===== src/rtl/t07_wire_pkg.sv =====
// t07_wire_pkg: shared colour/state types and wire-count limits for the wire puzzle checker
package t07_wire_pkg;
   typedef enum logic [2:0] {
      C_RED    = 3'd0,
      C_BLUE   = 3'd1,
      C_YELLOW = 3'd2,
      C_WHITE  = 3'd3,
      C_BLACK  = 3'd4
   } color_e;
   typedef enum logic [2:0] {
      S_IDLE,
      S_SCAN,
      S_DECIDE,
      S_ARMED,
      S_SOLVED,
      S_FAILED,
      S_FAULT
   } state_e;
   localparam int MAX_WIRES = 6;
   localparam int MIN_WIRES = 3;
   // Codes 5..7 are not real colours; the puzzle treats them as black.
   function automatic color_e to_color(input logic [2:0] c);
      return (c > 3'd4) ? C_BLACK : color_e'(c);
   endfunction
endpackage


===== src/rtl/t07_wire_rule_scan.sv =====
// t07_wire_rule_scan: walks the snapshotted wires one per cycle, accumulating colour statistics
//   clk, nrst        clock, async active-low reset
//   clr              restart the scan (index and all accumulators to 0)
//   en               process wire at the current index this cycle
//   num, colors      snapshotted wire count and colour bus
//   done             current index is the last wire
//   *_cnt            per-colour counts of processed wires
//   last_red/blue    index of the most recent red/blue wire
//   last_color       colour of the most recently processed wire
module t07_wire_rule_scan
   import t07_wire_pkg::*;
(
   input  logic                     clk,
   input  logic                     nrst,
   input  logic                     clr,
   input  logic                     en,
   input  logic [2:0]               num,
   input  logic [3*MAX_WIRES-1:0]   colors,
   output logic                     done,
   output logic [2:0]               red_cnt,
   output logic [2:0]               blue_cnt,
   output logic [2:0]               yellow_cnt,
   output logic [2:0]               white_cnt,
   output logic [2:0]               black_cnt,
   output logic [2:0]               last_red,
   output logic [2:0]               last_blue,
   output color_e                   last_color
);
   logic [2:0] idx_q, idx_d, red_q, red_d, blue_q, blue_d, yellow_q, yellow_d;
   logic [2:0] white_q, white_d, black_q, black_d, lred_q, lred_d, lblue_q, lblue_d;
   color_e     last_q, last_d, col;

   always_comb begin
      col = C_RED;
      for (int i = 0; i < MAX_WIRES; i++)
         if (idx_q == 3'(i)) col = to_color(colors[3*i +: 3]);
      idx_d    = idx_q;
      red_d    = red_q;
      blue_d   = blue_q;
      yellow_d = yellow_q;
      white_d  = white_q;
      black_d  = black_q;
      lred_d   = lred_q;
      lblue_d  = lblue_q;
      last_d   = last_q;
      if (clr) begin
         idx_d    = '0;
         red_d    = '0;
         blue_d   = '0;
         yellow_d = '0;
         white_d  = '0;
         black_d  = '0;
         lred_d   = '0;
         lblue_d  = '0;
         last_d   = C_RED;
      end else if (en) begin
         idx_d    = idx_q + 3'd1;
         red_d    = red_q + 3'(col == C_RED);
         blue_d   = blue_q + 3'(col == C_BLUE);
         yellow_d = yellow_q + 3'(col == C_YELLOW);
         white_d  = white_q + 3'(col == C_WHITE);
         black_d  = black_q + 3'(col == C_BLACK);
         lred_d   = (col == C_RED) ? idx_q : lred_q;
         lblue_d  = (col == C_BLUE) ? idx_q : lblue_q;
         last_d   = col;
      end
   end

   always_ff @(posedge clk or negedge nrst) begin
      if (!nrst) begin
         idx_q    <= '0;
         red_q    <= '0;
         blue_q   <= '0;
         yellow_q <= '0;
         white_q  <= '0;
         black_q  <= '0;
         lred_q   <= '0;
         lblue_q  <= '0;
         last_q   <= C_RED;
      end else begin
         idx_q    <= idx_d;
         red_q    <= red_d;
         blue_q   <= blue_d;
         yellow_q <= yellow_d;
         white_q  <= white_d;
         black_q  <= black_d;
         lred_q   <= lred_d;
         lblue_q  <= lblue_d;
         last_q   <= last_d;
      end
   end

   assign done       = (idx_q == num - 3'd1);
   assign red_cnt    = red_q;
   assign blue_cnt   = blue_q;
   assign yellow_cnt = yellow_q;
   assign white_cnt  = white_q;
   assign black_cnt  = black_q;
   assign last_red   = lred_q;
   assign last_blue  = lblue_q;
   assign last_color = last_q;
endmodule


===== config.mk =====
export PLATFORM = sky130hd
export DESIGN_NAME = t07_wire_rule_scan
export DESIGN_NICKNAME = d
export VERILOG_FILES = /design/src/rtl/t07_wire_pkg.sv /design/src/rtl/t07_wire_rule_scan.sv
export SDC_FILE = /design/constraint.sdc
export NUM_CORES = 1
export LEC_CHECK = 0
export CORE_MARGIN = 2
export CORE_UTILIZATION = 36
export CTS_BUF_LIST = sky130_fd_sc_hd__clkbuf_16
export DETAILED_ROUTE_END_ITERATION = 6
export SYNTH_ARGS = -nofsm -noshare
export SYNTH_HDL_FRONTEND = slang
export SYNTH_SLANG_ARGS = --single-unit

===== constraint.sdc =====
create_clock -name clk -period 6.7 [get_ports clk]
set_input_delay 2.01 -clock clk [delete_from_list [all_inputs] [get_ports clk]]
set_output_delay 2.01 -clock clk [all_outputs]
set_load 0.1 [all_outputs]

==> results of run 1 <==
-- power by group through the flow --
stage	logic, W	clock network (W)	registers [W]
after floorplan	0.0000781	0	0.000245
after global placement	0.000189	0	0.000186
after detailed placement	0.000192	0	0.000186
after CTS	0.000193	0.000137	0.000183
after global routing	0.000206	0.000145	0.000185
final	0.000191	0.000132	0.000183
-- cells by family after synthesis --
logic type               after synthesis
buffers and inverters                 13
multiplexers                          19
AO/OA/AOI/OAI                         18
adder cells (fa/ha/maj)               16
XOR/XNOR                              10
AND/OR/NAND/NOR                       64
flip-flops                            27
-- cell usage after synthesis --
cell | n | area [sq um]
nor3b_1 | 1 | 7.51
a31oi_1 | 1 | 6.26
nand3b_4 | 1 | 20.0
nand2_1 | 9 | 33.8
and3_1 | 1 | 6.26
clkbuf_1 | 4 | 15.0
nor3_1 | 3 | 15.0
nand3b_1 | 3 | 22.5
o211ai_1 | 1 | 7.51
inv_1 | 6 | 22.5
a211oi_1 | 2 | 15.0
o21ai_0 | 3 | 15.0
a21oi_2 | 2 | 17.5
xnor2_1 | 5 | 43.8
nor2_2 | 1 | 6.26
a221o_1 | 2 | 20.0
buf_1 | 2 | 7.51
o21ai_2 | 1 | 8.76
a22oi_1 | 1 | 7.51
a21oi_1 | 3 | 15.0
ha_1 | 16 | 200
nor3_4 | 1 | 16.3
xor2_1 | 5 | 43.8
nand2b_1 | 11 | 68.8
nor2_1 | 24 | 90.1
and2_1 | 1 | 6.26
or2_2 | 1 | 6.26
o22ai_1 | 2 | 12.5
buf_6 | 1 | 11.3
dfrtp_1 | 27 | 676
nor2b_1 | 7 | 43.8
mux2i_1 | 19 | 190
-- stage by stage --
| step | hold WS [ps] | utilization [%] | power [W] |
|---|---|---|---|
| after floorplan | 595 | - | 0.000323 |
| after global placement | 518 | 50.3 | 0.000375 |
| after detailed placement | 521 | 50.3 | 0.000378 |
| after CTS | 543 | 52.1 | 0.000513 |
| after global routing | 574 | 52.1 | 0.000535 |
| final | 532 | 52.1 | 0.000507 |
-- sequential cells by signal, summed over array words and instances (netlist names) --
| name | cells |
|---|---|
| black_cnt | 3 |
| blue_cnt | 3 |
| idx_q | 3 |
| last_blue | 3 |
| last_color | 3 |
| last_red | 3 |
| red_cnt | 3 |
| white_cnt | 3 |
| yellow_cnt | 3 |
-- cell type report --
type,count,area share [%]
clock buffers,3,3.27
clock inverters,1,0.163
inverters,6,0.980
multi-input cells,127,41.2
flip-flops and latches,27,29.4
well taps,52,2.83
repair buffers,52,22.2
-- critical path: stages --
cell             delay (ps)
clkdlybuf4s50_1         490
inv_1                    50
ha_1                    200
xnor2_1                 180
xnor2_1                  90
nor3_1                  140
buf_4                   310
-- how the worst min path moves through the flow --
stage / start / endpoint / slack (ps) / depth (start not counted)
2_1_floorplan: idx_q[1] / idx_q[1] / 590 / 2
3_3_place_gp: last_color[1] / last_color[1] / 520 / 2
3_5_place_dp: last_color[0] / last_color[0] / 520 / 2
4_1_cts: last_color[1] / last_color[1] / 540 / 2
5_1_grt: last_color[0] / last_color[0] / 570 / 2
6_report: last_color[1] / last_color[1] / 530 / 2
-- metal layers --
layer	track usage (%)	vias to the layer above
li1	-	665
met1	19.5	638
met2	27.3	30
met3	2.08	4
met4	5.66	0
met5	0	-
==> impl_metrics.py, run 1 <==
metrics = {
    "outcome": {
        "outcome": "completed",
    },
    "die": {
        "io_pins": 50,
        "core_area_sq_um": 4410,
        "dieArea_sq_um": 5220,
        "die_h_microns": 72.3,
        "initial_utilization_pct": 38.0,
        "die_x_microns": 72.3,
        "num_rows": 24,
    },
    "power_and_ir_drop": {
        "p_int_w": 0.000318,
        "power.share.clock_pct": 26.2,
        "leakagePower_nw": 1.10,
        "seq_power_share_pct": 36.1,
        "powerDensity_nw_per_um2": 220,
        "ir_drop_mv": 0.160,
        "switching_share_pct": 37.2,
        "p_comb_share_pct": 37.7,
        "p_switching_w": 0.000188,
    },
    "placement": {
        "dp_hpwl_microns": 2810,
        "placed_area_sq_um": 2220,
        "dp.cells": 264,
        "port_buffers": 49,
        "place_ws_ps": 1210,
        "gp_congestion": 0.864,
    },
    "layout": {
        "finalNonFillerCells": 268,
        "num-nets-final": 258,
        "diodes": 0,
        "multi_input_area_sq_um": 946,
        "seqCellArea_sq_um": 676,
        "drive_above_1_share_pct": 6.48,
        "nFillCells": 416,
        "layout_common_cells": "clkdlybuf4s50_1, dfrtp_1, nor2_1",
        "layout.cells.most_common": "clkdlybuf4s50_1",
        "final_area_sq_um": 2300,
        "area_delta_synth_final_pct": 37.0,
    },
    "grt": {
        "grt_max_degree": 32,
        "grt-ovfl-total": 0,
        "grt_usage_pct": 15.6,
        "grt_pass1_wl_microns": 6450,
        "grt_pass1_vias": 1447,
        "antenna_found_initial": 0,
    },
    "sta": {
        "slew_violations": 0,
        "finalSetupTns_ps": 0,
        "worstMarginPinSlew_ps": 998,
        "fin_crit_sh_pct": 82.0,
        "setup_slack_ps": 1210,
        "setup_viol": 0,
        "slew_headroom_pct": 33.3,
        "fin_worst_skew_ps": 2.43,
        "max_clock_freq_mhz": 182,
        "rsz0062_at_grt": "false",
        "finalCriticalPeriod_ps": 5490,
        "hold_viol": 0,
    },
    "clocking": {
        "clk_pin_slew_ps": 60,
        "cts_tree": "yes",
        "cts_setup_buffers": 0,
        "cts_htree_levels": 1,
        "cts.sinks": 27,
        "cts.path.max_buffers": 2,
        "clk_latency_ps": 260,
        "postCtsHoldBufs": 0,
        "cts_root_buf": "clkbuf_16",
        "cts_buffers": 3,
        "cts_resized": 0,
    },
    "route": {
        "drc": 0,
        "highest_layer": "met4",
        "wl_met3_microns": 184,
        "final_antenna_net_count": 0,
        "wl_met1_microns": 1680,
        "dr.pass1.iters": 4,
        "drt-total-wl_microns": 3770,
        "routed_via_density": 4.99,
        "initialDrtViolationCount": 36,
        "routedWlPerCell_microns": 14.1,
        "dr_total_vias": 1337,
        "dr_wl_met2_microns": 1860,
    },
    "synth": {
        "ys_ff_latch": 27,
        "synth_cell_type_count": 32,
        "synth_compound_area_share_pct": 7.46,
        "syn-num-nets": 208,
        "synth_area_per_cell_sq_um": 10.0,
        "yosys.area_share.adder_pct": 11.9,
        "ys_seq_area_share_pct": 40.3,
        "synthCells": 167,
        "synth_xor_area_share_pct": 5.22,
        "synth_top_family_by_area": "simple AND/OR/NAND/NOR gates",
        "synth.area.mux_share_pct": 11.3,
        "syn_area_sq_um": 1680,
        "yosys.area_share.simple_pct": 20.4,
        "yosys_warnings": 0,
    },
    "critical_path": {
        "end_kind": "output port",
        "r2r_setup_slack_ps": 3950,
        "crit_required_ps": 4690,
        "reg2reg_to": "white_cnt[1]",
        "crit_type": "primary input to output port",
        "cp.arrival_ps": 3480,
        "ff2ff_path_depth": 11,
        "cp-start-kind": "primary input",
        "startpoint": "num[0]",
        "endpoint": "done",
        "crit_fanout": 2,
        "r2r_start": "idx_q[0]",
    },
    "run": {
        "cap_viol_max_count": 0,
    },
    "hold_path": {
        "min_path_type": "flip-flop to flip-flop",
    },
}
(Power assumes the default switching activity.)
==> inputs of run 2 (changes only) <==
==> constraint.sdc (replaced) <==
create_clock -name clk -period 5.4 [get_ports clk]
set_input_delay 1.62 -clock clk [delete_from_list [all_inputs] [get_ports clk]]
set_output_delay 1.62 -clock clk [all_outputs]
set_load 0.1 [all_outputs]
==> run 2 against run 1 <==
Design area up 0.44%. Utilization up 0.23 points. Sequential power up 24%. Hold slack better by 5.2 ps. Register-to-register slack worse by 1400 ps. Clock power up 26%. Power up 25%. Combinational power up 26%. Critical path depth unchanged. Setup slack worse by 490 ps. Largest cell class unchanged.
==> impl_metrics.py, run 2 (same netlist as run 1, synthesis figures left out) <==
metrics = {
    "outcome": {
        "outcome": "completed",
    },
    "critical_path": {
        "crit_fanout": 2,
        "crit_slowest_cell": "clkdlybuf4s50_1",
        "cp-start-kind": "primary input",
        "path_cells": "clkdlybuf4s50_1 -> inv_1 -> ha_1 -> xnor2_1 -> xnor2_1 -> nor3_2 -> buf_12",
        "critPathTopFamily": "buffers and inverters",
        "crit_type": "primary input to output port",
        "cp.arrival_ps": 3060,
        "slowest_delay_ps": 500,
        "crit_required_ps": 3780,
        "crit_path_frequent_cell": "xnor2_1",
        "end_kind": "output port",
        "cp_num_buf_inv": 3,
    },
    "sta": {
        "worstMarginPinSlew_ps": 1000,
        "rsz0062_at_grt": "false",
        "fin_worst_skew_ps": 3.24,
        "fin_crit_sh_pct": 86.7,
        "max_clock_freq_mhz": 214,
        "finalSetupTns_ps": 0,
        "hold_viol": 0,
        "slew_violations": 0,
        "finalCriticalPeriod_ps": 4680,
        "setup_slack_ps": 717,
        "slew_headroom_pct": 32.9,
        "setup_viol": 0,
    },
    "clocking": {
        "postCtsHoldBufs": 0,
        "cts_tree": "yes",
        "clk_latency_ps": 260,
        "cts_buffers": 3,
        "cts_root_buf": "clkbuf_16",
        "cts.path.max_buffers": 2,
        "cts_htree_levels": 1,
        "cts_setup_buffers": 0,
        "cts.sinks": 27,
        "cts_resized": 0,
        "clk_pin_slew_ps": 60,
    },
    "route": {
        "routedWlPerCell_microns": 14.2,
        "drc": 0,
        "final_antenna_net_count": 0,
        "drt-total-wl_microns": 3800,
        "initialDrtViolationCount": 50,
        "dr.pass1.iters": 4,
        "routed_via_density": 5.04,
        "dr_total_vias": 1345,
    },
    "die": {
        "io_pins": 50,
        "die_x_microns": 72.3,
        "dieArea_sq_um": 5220,
        "initial_utilization_pct": 38.0,
        "num_rows": 24,
        "core_area_sq_um": 4410,
        "die_h_microns": 72.3,
    },
    "layout": {
        "utilization_pct": 52.3,
        "multi_input_area_sq_um": 951,
        "nFillCells": 411,
        "layout_common_cells": "clkdlybuf4s50_1, dfrtp_1, nor2_1",
        "drive_above_1_share_pct": 6.51,
        "layout.cells.most_common": "clkdlybuf4s50_1",
        "seqCellArea_sq_um": 676,
        "diodes": 0,
        "num-nets-final": 257,
        "area_delta_synth_final_pct": 37.6,
    },
    "power_and_ir_drop": {
        "power_w": 0.000633,
        "ir_drop_mv": 0.157,
        "powerDensity_nw_per_um2": 274,
        "leakagePower_nw": 1.10,
    },
    "hold_path": {
        "min_path_type": "flip-flop to flip-flop",
    },
    "grt": {
        "grt_pass1_vias": 1456,
        "antenna_found_initial": 0,
        "grt_pass1_wl_microns": 6370,
        "grt-ovfl-total": 0,
        "grt_max_degree": 32,
        "grt_usage_pct": 15.4,
    },
    "placement": {
        "place_ws_ps": 711,
        "port_buffers": 49,
        "gp_congestion": 0.792,
        "dp_hpwl_microns": 2830,
    },
    "run": {
        "cap_viol_max_count": 0,
    },
}
run 2: cell types whose count changed in the layout (fill, tap and decap cells not counted):
cell / before / now
buf_12: 0 / 1
nor3_2: 0 / 1
nor3_1: 3 / 2
buf_4: 4 / 2
run 2: tightest hold or removal path, stage by stage (launching register included):
cell     delay (ps)
dfrtp_1         350
mux2i_1          70
nor2_1           80
run 2: cell type report:
| class | instances | area share, % |
|---|---|---|
| timing repair buffer | 51 | 22.3 |
| inverter | 6 | 0.976 |
| tap | 52 | 2.82 |
| multi-input combinational | 127 | 41.2 |
| sequential | 27 | 29.3 |
| clock buffer | 3 | 3.25 |
| clock inverter | 1 | 0.163 |
run 2: worst paths after layout:
path	startpoint	endpoint	slack [ps]	cells past startpoint
setup / recovery	num[0]	done	720	7
hold / removal	last_color[1]	last_color[1]	540	2
setup reg to reg	idx_q[0]	yellow_cnt[1]	2590	11
hold reg to reg	last_color[1]	last_color[1]	540	2
max in group asynchronous	nrst	red_cnt[0]	3410	2
min in group asynchronous	nrst	white_cnt[1]	1720	2
run 2: power by group:
group,internal [W],switching [W]
combinational,0.0000833,0.000157
clock,0.0000992,0.0000668
sequential,0.000215,0.0000122
run 2: per-layer routing:
layer	track usage, %	wire length [microns]	up-vias
li1	-	-	662
met1	17.5	1620	651
met2	28.8	1960	30
met3	3.19	194	2
met4	4.19	27	0
met5	0	0	-
run 2: metrics by stage:
stage	cell area, sq um	hold slack [ps]	std cells
6_report	2310	537	267
3_3_place_gp	2230	515	263
3_5_place_dp	2230	517	263
4_1_cts	2310	537	267
2_1_floorplan	1680	595	167
5_1_grt	2310	561	267
